`src/rtl/snitch_icache_data_ctrl.sv`:
```
// Instruction-cache data SRAM controller: arbitrates refill line writes against lookup
// line reads on the single SRAM port and returns read data over a valid/ready channel
// with a 2-entry response FIFO. Writes have priority, bounded by MAX_WR_STREAK.
// Optional: define SNITCH_ICACHE_DATA_CTRL_BYPASS_EN to serve a same-cycle, same-address
// read directly from the write data instead of stalling it.
module snitch_icache_data_ctrl #(
    parameter int unsigned LINE_WIDTH    = 128,
    parameter int unsigned WAY_COUNT     = 4,
    parameter int unsigned LINE_COUNT    = 128,
    parameter int unsigned ID_WIDTH      = 4,
    parameter int unsigned MAX_WR_STREAK = 4,
    parameter int unsigned ADDR_WIDTH    = $clog2(WAY_COUNT) + $clog2(LINE_COUNT)
) (
    input  logic                  clk_i,
    input  logic                  rst_ni,
    input  logic                  rd_req_valid_i,
    output logic                  rd_req_ready_o,
    input  logic [ADDR_WIDTH-1:0] rd_req_addr_i,
    input  logic [ID_WIDTH-1:0]   rd_req_id_i,
    output logic                  rd_rsp_valid_o,
    input  logic                  rd_rsp_ready_i,
    output logic [LINE_WIDTH-1:0] rd_rsp_data_o,
    output logic [ID_WIDTH-1:0]   rd_rsp_id_o,
    input  logic                  wr_valid_i,
    output logic                  wr_ready_o,
    input  logic [ADDR_WIDTH-1:0] wr_addr_i,
    input  logic [LINE_WIDTH-1:0] wr_data_i,
    output logic                  sram_req_o,
    output logic                  sram_write_o,
    output logic [ADDR_WIDTH-1:0] sram_addr_o,
    output logic [LINE_WIDTH-1:0] sram_wdata_o,
    input  logic [LINE_WIDTH-1:0] sram_rdata_i
);

    localparam logic [3:0] MAX_STREAK = 4'(MAX_WR_STREAK);

    logic [1:0]            cnt_q, cnt_d;
    logic                  rd_ptr_q, wr_ptr_q;
    logic [LINE_WIDTH-1:0] fifo_data_q [2];
    logic [ID_WIDTH-1:0]   fifo_id_q   [2];
    logic                  inflight_q, byp_q;
    logic [ID_WIDTH-1:0]   id_q;
    logic [LINE_WIDTH-1:0] byp_data_q;
    logic [3:0]            streak_q, streak_d;
    logic [ADDR_WIDTH-1:0] addr_q;
    logic [LINE_WIDTH-1:0] wdata_q;

    logic                  pop, pop_fifo, push;
    logic [2:0]            occ;
    logic                  read_ok, rd_wait, hazard, streak_full;
    logic                  wr_gnt, rd_gnt, byp;
    logic [LINE_WIDTH-1:0] new_data;

    // Credit check, arbitration and SRAM port drive. Grants are masked during reset so all
    // outputs drop to zero as soon as rst_ni falls.
    always_comb begin
        pop         = rd_rsp_valid_o & rd_rsp_ready_i;
        occ         = {1'b0, cnt_q} + {2'b00, inflight_q} - {2'b00, pop};
        read_ok     = occ < 3'd2;
        rd_wait     = rd_req_valid_i & read_ok;
        hazard      = wr_valid_i & rd_req_valid_i & (wr_addr_i == rd_req_addr_i);
        streak_full = (streak_q == MAX_STREAK);
`ifdef SNITCH_ICACHE_DATA_CTRL_BYPASS_EN
        byp         = rst_ni & hazard & read_ok;
`else
        byp         = 1'b0;
`endif
        // A same-address write always wins; the read then stalls or is bypassed.
        wr_gnt = rst_ni & wr_valid_i & (hazard | ~(rd_wait & streak_full));
        rd_gnt = rst_ni & rd_wait & ~wr_gnt;

        wr_ready_o     = wr_gnt;
        rd_req_ready_o = rd_gnt | byp;

        sram_req_o   = wr_gnt | rd_gnt;
        sram_write_o = wr_gnt;
        sram_addr_o  = wr_gnt ? wr_addr_i : (rd_gnt ? rd_req_addr_i : addr_q);
        sram_wdata_o = wr_gnt ? wr_data_i : wdata_q;
    end

    // Streak counter: counts writes that overtook a waiting read, saturating at the limit.
    always_comb begin
        streak_d = streak_q;
        if (rd_gnt || byp || !rd_wait) begin
            streak_d = 4'd0;
        end else if (wr_gnt && !streak_full) begin
            streak_d = streak_q + 4'd1;
        end
    end

    // Response selection: FIFO head first, else fall-through of the in-flight read.
    always_comb begin
        new_data       = byp_q ? byp_data_q : sram_rdata_i;
        rd_rsp_valid_o = 1'b0;
        rd_rsp_data_o  = '0;
        rd_rsp_id_o    = '0;
        if (cnt_q != 2'd0) begin
            rd_rsp_valid_o = 1'b1;
            rd_rsp_data_o  = fifo_data_q[rd_ptr_q];
            rd_rsp_id_o    = fifo_id_q[rd_ptr_q];
        end else if (inflight_q) begin
            rd_rsp_valid_o = 1'b1;
            rd_rsp_data_o  = new_data;
            rd_rsp_id_o    = id_q;
        end
        pop_fifo = pop & (cnt_q != 2'd0);
        // The returning line is buffered unless it falls straight through and is taken.
        push     = inflight_q & ~((cnt_q == 2'd0) & rd_rsp_ready_i);
        cnt_d    = cnt_q + {1'b0, push} - {1'b0, pop_fifo};
    end

    // Control state: credits, in-flight tracking, streak and last SRAM address/data.
    always_ff @(posedge clk_i or negedge rst_ni) begin
        if (!rst_ni) begin
            cnt_q      <= 2'd0;
            rd_ptr_q   <= 1'b0;
            wr_ptr_q   <= 1'b0;
            inflight_q <= 1'b0;
            byp_q      <= 1'b0;
            id_q       <= '0;
            byp_data_q <= '0;
            streak_q   <= 4'd0;
            addr_q     <= '0;
            wdata_q    <= '0;
        end else begin
            cnt_q      <= cnt_d;
            inflight_q <= rd_gnt | byp;
            byp_q      <= byp;
            streak_q   <= streak_d;
            if (push)               wr_ptr_q   <= ~wr_ptr_q;
            if (pop_fifo)           rd_ptr_q   <= ~rd_ptr_q;
            if (rd_gnt || byp)      id_q       <= rd_req_id_i;
            if (byp)                byp_data_q <= wr_data_i;
            if (sram_req_o)         addr_q     <= sram_addr_o;
            if (wr_gnt)             wdata_q    <= wr_data_i;
        end
    end

    // FIFO storage; validity is tracked by cnt_q, so the payload needs no reset.
    always_ff @(posedge clk_i) begin
        if (push) begin
            fifo_data_q[wr_ptr_q] <= new_data;
            fifo_id_q[wr_ptr_q]   <= id_q;
        end
    end

endmodule

```
`config.mk`:
```
export PLATFORM = sky130hd
export DESIGN_NAME = snitch_icache_data_ctrl
export DESIGN_NICKNAME = d
export VERILOG_FILES = /design/src/rtl/snitch_icache_data_ctrl.sv
export SDC_FILE = /design/constraint.sdc
export NUM_CORES = 1
export LEC_CHECK = 0
export BUFFER_PORTS_ARGS = -buffer_cell sky130_fd_sc_hd__buf_2
export CAP_MARGIN = 30
export CORE_AREA = 2 2 219 221
export CTS_BUF_LIST = sky130_fd_sc_hd__clkbuf_2 sky130_fd_sc_hd__clkbuf_4 sky130_fd_sc_hd__clkbuf_8
export DETAILED_ROUTE_END_ITERATION = 8
export DIE_AREA = 0 0 221 223
export REMOVE_ABC_BUFFERS = 1
export SLEW_MARGIN = 20
export SYNTH_ARGS = -nofsm -noshare
export SYNTH_HDL_FRONTEND = slang
export SYNTH_SLANG_ARGS = --single-unit
```
`constraint.sdc`:
```
create_clock -name clk_i -period 19.17 [get_ports clk_i]
set_input_delay 1.917 -clock clk_i [delete_from_list [all_inputs] [get_ports clk_i]]
set_output_delay 1.917 -clock clk_i [all_outputs]
set_load 0.1 [all_outputs]
```
# After elaboration in Yosys (flattened, before gate mapping)

Memory sizes are Yosys's and may differ from the RTL's.
Cells that the tools add are included.

Memories: 2
Word-level logic and storage cells: 57
Bits of input ports: 283
Bits in writable memories: 264
Output and inout bits: 274
Register bits after elaboration: 150

Eq/ne operators: 2
$lt $le $gt $ge: 1
Reduce and logical (&&, ||, !) cells: 7
Mux-type cells: 13
Add/sub/neg operators: 5
Bitwise operators: 19

Memory list:

| memory      | depth | bits a word | read ports | clocked after Yosys merged registers in | wr ports | RTL line | RTL |
|---|---|---|---|---|---|---|---|
| fifo_data_q | 2     | 128         | 1          | 0                                       | 1        | 39       | `logic [LINE_WIDTH-1:0] fifo_data_q [2];` |
| fifo_id_q   | 2     | 4           | 1          | 0                                       | 1        | 40       | `logic [ID_WIDTH-1:0] fifo_id_q [2];` |

Operator list:

| kind                  | count |
|---|---|
| $mux W128             | 3 |
| $mux W9               | 2 |
| $mux W4               | 4 |
| $and A1 B1 Y1         | 12 |
| $eq A9 B9 Y1          | 1 |
| $not A1 Y1            | 5 |
| $add A4 B1 Y4 const B | 1 |
| $eq A4 B3 Y1 const B  | 1 |
| $mux W1               | 4 |
| $reduce_bool A2 Y1    | 2 |
| $add A2 B1 Y3         | 1 |
| $lt A3 B2 Y1 const B  | 1 |
| $sub A3 B1 Y3         | 1 |
| $add A2 B1 Y2         | 1 |
| $logic_not A1 Y1      | 2 |
| $logic_not A2 Y1      | 1 |
| $or A1 B1 Y1          | 2 |
| $sub A2 B1 Y2         | 1 |
| $logic_and A1 B1 Y1   | 1 |
| $logic_or A1 B1 Y1    | 1 |

# Depth between registers and ports, before layout

Gate-level depths: netlist of the first run.

Depth in word-level cells: 14
Mapped depth: 14
Depth with buffers taken out: 11

# Least setup slack after synthesis of the first run

Ideal clock, no wire load.

Path type: in2reg
Start: in rd_rsp_ready_i
End: mem fifo_data_q[0][0] (enable)
Stages: 3
Setup time: 0.625 ns
Path buffers: 0
Path slack: 10.970 ns
Required time: 18.545 ns
Data arrival time: 7.575 ns
Path through: nand2_1 nand2_1 nor2_1

Longest elaborated chain between the ends: 5

RTL lines:

| item                          | RTL line | RTL |
|---|---|---|
| start: declaration            | 21       | `input logic rd_rsp_ready_i,` |
| $and A1 B1 Y1                 | 108      | `push = inflight_q & ~((cnt_q == 2'd0) & rd_rsp_ready_i);` |
| $not A1 Y1                    | 108      |  |
| $and A1 B1 Y1                 | 108      |  |
| $mux W1                       | 141      | `if (push) begin` |
| $mux W1 (implied by the code) | 142      | `fifo_data_q[wr_ptr_q] <= new_data;` |
| end: declaration              | 39       |  |

No other way between the ends.

# Worst setup path in the final report of the first run

Start: in rd_rsp_ready_i
End: out sram_wdata_o[8]

Longest elaborated chain between the ends: 9

RTL lines:

| item             | RTL line | RTL |
|---|---|---|
| $and A1 B1 Y1    | 57       | `pop = rd_rsp_valid_o & rd_rsp_ready_i;` |
| $sub A3 B1 Y3    | 58       | `occ = {1'b0, cnt_q} + {2'b00, inflight_q} - {2'b00, pop};` |
| $lt A3 B2 Y1     | 59       | `read_ok = occ < 3'd2;` |
| $and A1 B1 Y1    | 60       | `rd_wait = rd_req_valid_i & read_ok;` |
| $and A1 B1 Y1    | 69       | `wr_gnt = rst_ni & wr_valid_i & (hazard \| ~(rd_wait & streak_full));` |
| $not A1 Y1       | 69       |  |
| $or A1 B1 Y1     | 69       |  |
| $and A1 B1 Y1    | 69       |  |
| $mux W128        | n/a      |  |
| end: declaration | 31       | `output logic [LINE_WIDTH-1:0] sram_wdata_o,` |

No other way between the ends.

==> results of run 1 <==
flip-flops by register name, summed over array words and instances, names as in the netlist:
signal and cells:
fifo_data_q 256, id_q 4, fifo_id_q 8, wdata_q 128
wr_ptr_q 1, inflight_q 1, rd_ptr_q 1, addr_q 9
streak_q 4, cnt_q 2
synth_stat cells:
library cell,instances
xor2_1,4
fa_1,1
a21o_1,1
mux2_1,29
o21a_1,2
mux2_2,30
or4_4,1
o31ai_1,1
mux2_4,100
a31oi_1,1
nand2_1,12
or3_4,1
o22ai_1,1
ha_1,5
o21ai_0,133
nand4_1,1
nand3_1,134
a21oi_1,1
nor2_1,4
buf_12,11
or3_1,1
clkbuf_1,50
nor3_1,2
a31oi_4,1
buf_4,2
nand2b_1,1
nor2b_1,1
buf_2,1
a211oi_1,2
buf_1,9
edfxtp_1,264
and2_1,1
o211a_1,1
inv_1,4
dfrtp_1,150
and3_1,2
mux2i_1,133
buf_6,4
xnor2_1,10
or2_2,1
cells by family after synthesis:
logic type,after synthesis,share of synthesized area (%)
adder cells (fa/ha/maj),6,0.472
flip-flops,414,66.8
buffers and inverters,81,2.99
XOR/XNOR,14,0.702
multiplexers,292,20.0
AO/OA/AOI/OAI,144,4.35
AND/OR/NAND/NOR,162,4.65
how the worst min path moves through the flow:
stage                           start                        end  slack, ns  cells past startpoint
3_5_place_dp   wdata_q[113]$_DFF_PN0_     wdata_q[113]$_DFF_PN0_       0.47                      1
4_1_cts        wdata_q[113]$_DFF_PN0_     wdata_q[113]$_DFF_PN0_       0.48                      1
5_1_grt        wdata_q[125]$_DFF_PN0_     wdata_q[125]$_DFF_PN0_       0.49                      1
2_1_floorplan     id_q[2]$_DFFE_PN0N_  fifo_id_q[0][2]$_DFFE_PP_       0.46                      0
3_3_place_gp   wdata_q[101]$_DFF_PN0_     wdata_q[101]$_DFF_PN0_       0.46                      1
6_report       wdata_q[101]$_DFF_PN0_     wdata_q[101]$_DFF_PN0_       0.48                      1
final cells by class:
type	instances	area (um2)	share of cell area [%]
clock buffer	110	1350	6.06
timing repair buffer	572	3000	13.5
multi-input combinational	618	5300	23.7
sequential	414	11700	52.4
inverter	4	15.0	0.0673
clock inverter	22	150	0.673
tap	615	769	3.45
antenna	16	40.0	0.179
layout by cell type (no fill, tap or decap), types with 3 or more instances in the layout:
cell type,n
buf_16,4
inv_1,4
clkinv_1,14
clkinv_2,3
clkbuf_8,84
o21ai_0,133
mux2_2,30
ha_1,5
clkbuf_4,26
xnor2_1,10
mux2i_1,133
buf_4,11
diode_2,16
dfrtp_1,148
clkinvlp_4,3
mux2_4,100
buf_2,555
edfxtp_1,264
xor2_1,4
mux2_1,29
nand2_1,12
nand3_1,134
layer usage:
layer	vias to the layer above	share of wire (%)	GRT usage, %
li1	5373	-	-
met3	91	8.5	7.20
met5	-	0.051	0
met4	4	3.5	9.14
met1	5592	39	24.0
met2	476	49	32.4
worst register-to-register path, delay by kind of cell (launching register included):
family / cells / cell delay (ns)
DFF: 1 / 1.02
adders and majority gates: 2 / 0.61
muxes: 1 / 0.41
xor gates and xnor gates: 1 / 0.20
and+or+nand+nor: 5 / 1.05
buffers and inverters: 1 / 0.17
AOI/OAI and AO/OA: 1 / 0.75
through the flow:
step / power, W / area, um2 / instances
CTS: 0.00421 / 22200 / 2354
detailed placement: 0.00337 / 20700 / 2222
floorplan: 0.00304 / 17000 / 1036
finish: 0.00418 / 22300 / 2371
global placement: 0.00335 / 20700 / 2219
global route: 0.00433 / 22300 / 2364
where the power goes:
group / switching (W) / internal [W] / total [W]
clock network: 0.000356 / 0.000475 / 0.000831
logic: 0.00186 / 0.000373 / 0.00223
registers: 0.0000605 / 0.00105 / 0.00111
==> flow_summary.ini, run 1 <==
[routing]
routedWlPerCell_um = 21.3
drt-initial-drc-count = 774
drt-pass1-iter-count = 5
wl_mm = 50.6
ant_nets = 0
via_per_inst = 4.87
drcViolationCount = 0
vias = 11500

[critical_path]
crit_required_ns = 17.25
r2r_end = id_q[1]$_DFFE_PN0N_
critPathArrivalTime_ns = 5.31
rr_worst_depth = 11
cp_max_fo = 148
start_kind = input port
crit_buf_inv = 3
r2r_start = inflight_q$_DFF_PN0_
r2r_setup_slack_ns = 14.83
path_class = input port to output pin
cp_slowest_cell = buf_12
path_common_cell = buf_2
setup.worst_path.start = rd_rsp_ready_i
endpoint = sram_wdata_o[8]
critical_path.top_delay_family = buffers and inverters
path_cells = buf_2 > and2_1 > ha_1 > nand2b_1 > fa_1 > xnor2_1 > and3_1 > a31oi_4 > buf_12 > mux2_4 > buf_2
slowest_delay_ns = 0.60
critPathCaptureType = output pin
cp.depth = 11

[cts]
clock_tree.root_cell = clkbuf_8
clk_latency_ns = 0.65
cts_tree = done
cts_resized = 0
cts_buffers = 72
clock-sinks = 414
clkTransAtPathRegs_ns = 0.06
cts_buffer_depth = 3
htree_levels = 3
post_cts_buffers = 0
cts.hold.buffers_added = 0

[grt]
grt.total_usage_pct = 20.0
grt_start_max_net_pins = 149
antenna_found_initial = 27
grt_pass1_wl_mm = 74.0
grt_pass1_vias = 11700
gr-total-overflow = 0

[sta]
max_freq_mhz = 138
drv_slew = 0
rsz0062_at_grt = false
setup_viol = 0
setup_tns_ns = 0
min_period_over_period_pct = 37.7
tightest_slew_ns = 1.20
clock_skew_ns = 0.0245
hold_slack_ns = 0.479
hold_violations = 0
timing.slew.headroom_pct = 20.0
min_period_ns = 7.23
final.setup.worst_slack_ns = 11.94

[place]
hpwl_mm = 35.4
gp_congestion = 0.852
io_buffers = 556
place_ws_ns = 12.03

[job]
maxCapViolations = 0

[finish]
utilization_pct = 47.3
area_growth_pct = 27.7
fin_nets = 1971
fillers = 4220
drive_gt1_share_pct = 47.6

[floorplanning]
initial_utilization_pct = 37.1
die_x_um = 221
pin_count = 557
die_h_um = 223
rows = 80
die-area_um2 = 49300
coreArea_um2 = 47100

[run_status]
status = complete, no violations

[synth]
yosysSeqAreaShare_pct = 66.8
synth_top_area_cell = edfxtp_1
ys_types = 40
syn_inst = 1113
yosys.area.top_type_share_pct = 45.4
syn-cell-area_um2 = 17500
avgSynthCellArea_um2 = 15.7
yosys_warnings = 0
ys_seq_elements = 414
synth_area_leaders = edfxtp_1 45%, dfrtp_1 21%, mux2_4 8.6%, mux2i_1 7.6%, nand3_1 3.8%

[hold_path]
hold_class = flop to flop

[power_and_ir_drop]
cellPowerDensity_nw_per_um2 = 187
leakage_nw = 9.48
ir_drop_uv = 170
(Power assumes the default switching activity.)
==> inputs of run 2 (changes only) <==
- CORE_AREA: 2 2 219 221 -> 2 2 218 220
- DIE_AREA: 0 0 221 223 -> 0 0 220 222
- clock period: 19.17 -> 6.5 ns (I/O delays scaled with it)
==> flow_summary.ini, run 2 (same netlist as run 1, synthesis figures left out) <==
[floorplanning]
coreArea_um2 = 46300
die_h_um = 222
pin_count = 557
die_x_um = 220
rows = 79
die-area_um2 = 48800
initial_utilization_pct = 37.8

[grt]
grt.total_usage_pct = 20.8
antenna_found_initial = 31
gr-total-overflow = 0
grt_pass1_wl_mm = 75.0
grt_start_max_net_pins = 104
grt_pass1_vias = 12000

[critical_path]
cp_slowest_cell = dfrtp_4
path_cells = inv_1 > nand2_1 > and2_1 > ha_1 > nand2b_1 > fa_1 > xnor2_1 > and3_1 > a31oi_4 > buf_12 > mux2_4 > buf_2
crit_buf_inv = 3
path_class = flop to output pin
rr_worst_depth = 11
critPathCaptureType = output pin
slowest_delay_ns = 0.82
critPathArrivalTime_ns = 4.82
start_kind = flop
crit_required_ns = 5.85
cp_max_fo = 64
cp.depth = 12
critical_path.top_delay_family = buffers and inverters

[finish]
final_common_cell = buf_2
layout_common_cells = 555 x buf_2, 264 x edfxtp_1, 148 x dfrtp_1
utilization_pct = 48.0
regMostFlops = fifo_data_q
fin_nets = 1972
area_growth_pct = 26.9
largest_reg_flops = 256
drive_gt1_share_pct = 47.7
reg.largest.list = fifo_data_q x256, wdata_q x128, addr_q x9

[routing]
drt-initial-drc-count = 670
ant_nets = 0
via_per_inst = 4.96
vias = 11700
drt-pass1-iter-count = 5
wl_mm = 52.0
routedWlPerCell_um = 22.1
drcViolationCount = 0

[sta]
max_freq_mhz = 183
final.setup.worst_slack_ns = 1.03
clock_skew_ns = 0.0303
timing.slew.headroom_pct = 35.6
rsz0062_at_grt = false
min_period_ns = 5.47
setup_viol = 0
tightest_slew_ns = 0.966
drv_slew = 0
hold_violations = 0
min_period_over_period_pct = 84.1
setup_tns_ns = 0

[place]
io_buffers = 556
gp_congestion = 0.901
place_ws_ns = 1.69
hpwl_mm = 36.7

[run_status]
status = complete, no violations

[hold_path]
min_path_cells = 1
hold_class = input port to flop

[cts]
cts_tree = done
htree_levels = 3
cts_buffers = 72
clkTransAtPathRegs_ns = 0.06
clock_tree.root_cell = clkbuf_8
cts_buffer_depth = 3
clock-sinks = 414
clk_latency_ns = 0.64

[power_and_ir_drop]
cellPowerDensity_nw_per_um2 = 549
leakage_nw = 9.42
ir_drop_uv = 440

[job]
maxCapViolations = 0
==> run 2: path summary, 6_finish.rpt <==
kind | start | slack [ns] | endpoint
min reg2reg | wdata_q[104]$_DFF_PN0_ | 0.48 | wdata_q[104]$_DFF_PN0_
min in group asynchronous | rst_ni | 0.50 | wdata_q[63]$_DFF_PN0_
max | inflight_q$_DFF_PN0_ | 1.03 | sram_wdata_o[70]
min | sram_rdata_i[1] | 0.21 | fifo_data_q[1][1]$_DFFE_PP_
max in group asynchronous | rst_ni | 4.53 | wdata_q[11]$_DFF_PN0_
max reg2reg | inflight_q$_DFF_PN0_ | 2.53 | wdata_q[90]$_DFF_PN0_
==> run 2: report_power, final <==
group	total, W	internal [W]	leakage (nW)	switching, W
Clock	0.00233	0.00128	0.732	0.00105
Combinational	0.00661	0.00109	4.54	0.00552
Sequential	0.00325	0.00311	4.15	0.000137
Total	0.0122	0.00548	9.42	0.00671
==> run 2: through the flow <==
stage / power, W / std cells / area [um2] / hold slack [ns]
global placement: 0.00991 / 2213 / 20700 / 0.463
floorplan: 0.00896 / 1036 / 17000 / 0.354
global route: 0.0127 / 2350 / 22200 / 0.172
finish: 0.0122 / 2354 / 22200 / 0.214
detailed placement: 0.00994 / 2215 / 20700 / 0.468
CTS: 0.0123 / 2336 / 22100 / 0.140
==> run 2: layout make-up <==
class                           instances  area, um2
Fill cell                            4100      24100
Sequential cell                       414      11700
Multi-Input combinational cell        618       5300
Timing Repair Buffer                  573       3000
Clock buffer                          101       1250
Tap cell                              607        759
Clock inverter                         19        134
Antenna cell                           18       45.0
Inverter                                4       15.0
==> run 2: what timing repair did <==
| action | in CTS | in global routing |
|---|---|---|
| hold buffers | 1 | 0 |
| buffers inserted | 0 | 0 |
| gates resized for setup | 0 | 0 |
| endpoints found under the hold margin | 36 | 0 |
==> run 2: layer usage <==
metal  vias to the layer above  GRT usage [%]  share of wire [%]
li1                       5359              -                  -
met1                      5727           23.8                 38
met2                       473           33.4                 49
met3                       108           7.74                9.3
met4                        10           11.5                3.6
met5                         -              0               0.12
==> inputs of run 3 (changes only) <==
- clock period: 6.5 -> 5 ns (I/O delays scaled with it)
==> flow_summary.ini, run 3 (same netlist as run 1, synthesis figures left out) <==
[power_and_ir_drop]
p_sw_share_pct = 54.6
p_int_w = 0.00725
cellPowerDensity_nw_per_um2 = 704
p_clk_share_pct = 19.3
ir_drop_uv = 634
switchingPower_w = 0.00871
combPwrFrac_pct = 54.0
leakage_nw = 9.63
p_seq_share_pct = 26.7

[sta]
clock_skew_ns = 0.0243
hold_slack_ns = 0.0711
timing.slew.headroom_pct = 28.3
final.setup.worst_slack_ns = 0.229
tightest_slew_ns = 1.08
setup_tns_ns = 0
drv_slew = 0
hold_violations = 0
min_period_ns = 4.77
setup_viol = 0
rsz0062_at_grt = false
max_freq_mhz = 210
min_period_over_period_pct = 95.4

[routing]
drcViolationCount = 0
drt-initial-drc-count = 623
vias = 11700
via_per_inst = 4.88
ant_nets = 0
drt-pass1-iter-count = 4
wl_mm = 50.5
routedWlPerCell_um = 21.1

[finish]
utilization_pct = 49.0
multi_input_area_um2 = 5300
layout_common_cells = 550 x buf_2, 264 x edfxtp_1, 148 x dfrtp_1
drive_gt1_share_pct = 47.2
final_common_cell = buf_2
seq_area_um2 = 11700
largest_reg_flops = 256
reg.largest.list = fifo_data_q x256, wdata_q x128, addr_q x9
fillers = 4091
fin_nets = 2003
regMostFlops = fifo_data_q
area_growth_pct = 29.7

[floorplanning]
die_h_um = 222
coreArea_um2 = 46300
rows = 79
die-area_um2 = 48800
initial_utilization_pct = 37.8
die_x_um = 220
pin_count = 557

[critical_path]
cp_slowest_cell = dfrtp_1
slowest_delay_ns = 0.46
crit_required_ns = 4.50
path_cells = nor2_4 > nand2_1 > and2_1 > ha_1 > nand2b_1 > fa_1 > xnor2_1 > and3_1 > a31oi_4 > buf_12 > buf_12 > mux2_4 > buf_2
critical_path.top_delay_family = buffers and inverters
start_kind = flop
path_class = flop to output pin
path_common_cell = buf_12
critPathCaptureType = output pin
crit_buf_inv = 3
cp_max_fo = 45
critPathArrivalTime_ns = 4.27

[grt]
busiest_layer = met2
gr-total-overflow = 0
antenna_found_initial = 31
use_met2_pct = 32.7
grt_start_max_net_pins = 266
grt_util_met1_pct = 23.0
gr-usage-met3_pct = 6.98
grt_pass1_wl_mm = 73.1
grt_pass1_vias = 12000
grt.total_usage_pct = 20.1

[job]
maxCapViolations = 0

[cts]
clk_latency_ns = 0.64
clock_tree.root_cell = clkbuf_8
cts_tree = done
post_cts_buffers = 0
htree_levels = 3
clock-sinks = 414
cts_buffers = 72
cts_buffer_depth = 3
clkTransAtPathRegs_ns = 0.06

[place]
hpwl_mm = 35.4
io_buffers = 556
gp_congestion = 0.886
place_ws_ns = 0.858

[hold_path]
hold_class = input port to flop

[run_status]
status = complete, no violations
run 3: cell types whose count changed in the layout (fill, tap and decap cells not counted), moves of 5 or more:
cell,delta
clkbuf_4,+10
buf_2,-5
buf_12,+7
dlygate4sd3_1,+26
run 3: cell type report:
class                           count  share of cell area (%)
Inverter                            4                  0.0663
Timing Repair Buffer              604                    15.0
Tap cell                          607                    3.35
Sequential cell                   414                    51.6
Clock buffer                      115                    6.10
Multi-Input combinational cell    618                    23.4
Antenna cell                       22                   0.243
Clock inverter                     15                   0.298
run 3: worst paths after layout:
path	from	cells past startpoint	end	slack, ns
max in group asynchronous	rst_ni	5	wdata_q[100]$_DFF_PN0_	2.98
min reg2reg	wdata_q[112]$_DFF_PN0_	1	wdata_q[112]$_DFF_PN0_	0.48
max	cnt_q[1]$_DFF_PN0_	13	sram_wdata_o[78]	0.23
min in group asynchronous	rst_ni	2	wdata_q[24]$_DFF_PN0_	0.29
min	sram_rdata_i[93]	1	fifo_data_q[0][93]$_DFFE_PP_	0.07
max reg2reg	cnt_q[1]$_DFF_PN0_	12	wdata_q[127]$_DFF_PN0_	1.56
run 3: repair_timing:
| action | in CTS | in global routing |
|---|---|---|
| hold buffers | 27 | 0 |
| gates resized for setup | 0 | 2 |
| endpoints found under the setup margin | 0 | 16 |
| hold endpoints to repair | 68 | 0 |
run 3: routing by layer:
layer	wire length (um)	up-vias	part of all wire [%]
met5	77	-	0.15
met4	1640	12	3.2
met3	4330	92	8.6
met2	25100	453	50
met1	19400	5713	38
li1	-	5431	-
run 3: metrics by stage:
stage	power, W	instances	instance area, um2
3_3_place_gp	0.0129	2219	20800
5_1_grt	0.0165	2394	22600
2_1_floorplan	0.0113	1036	17000
3_5_place_dp	0.0130	2219	20800
4_1_cts	0.0161	2376	22600
6_report	0.0160	2399	22700
run 3: power by group through the flow:
stage / clock network [W] / registers [W] / logic [W]
floorplan: 0 / 0.00444 / 0.00682
global placement: 0 / 0.00431 / 0.00861
detailed placement: 0 / 0.00432 / 0.00863
CTS: 0.00318 / 0.00426 / 0.00866
global route: 0.00333 / 0.00429 / 0.00893
finish: 0.00308 / 0.00426 / 0.00862
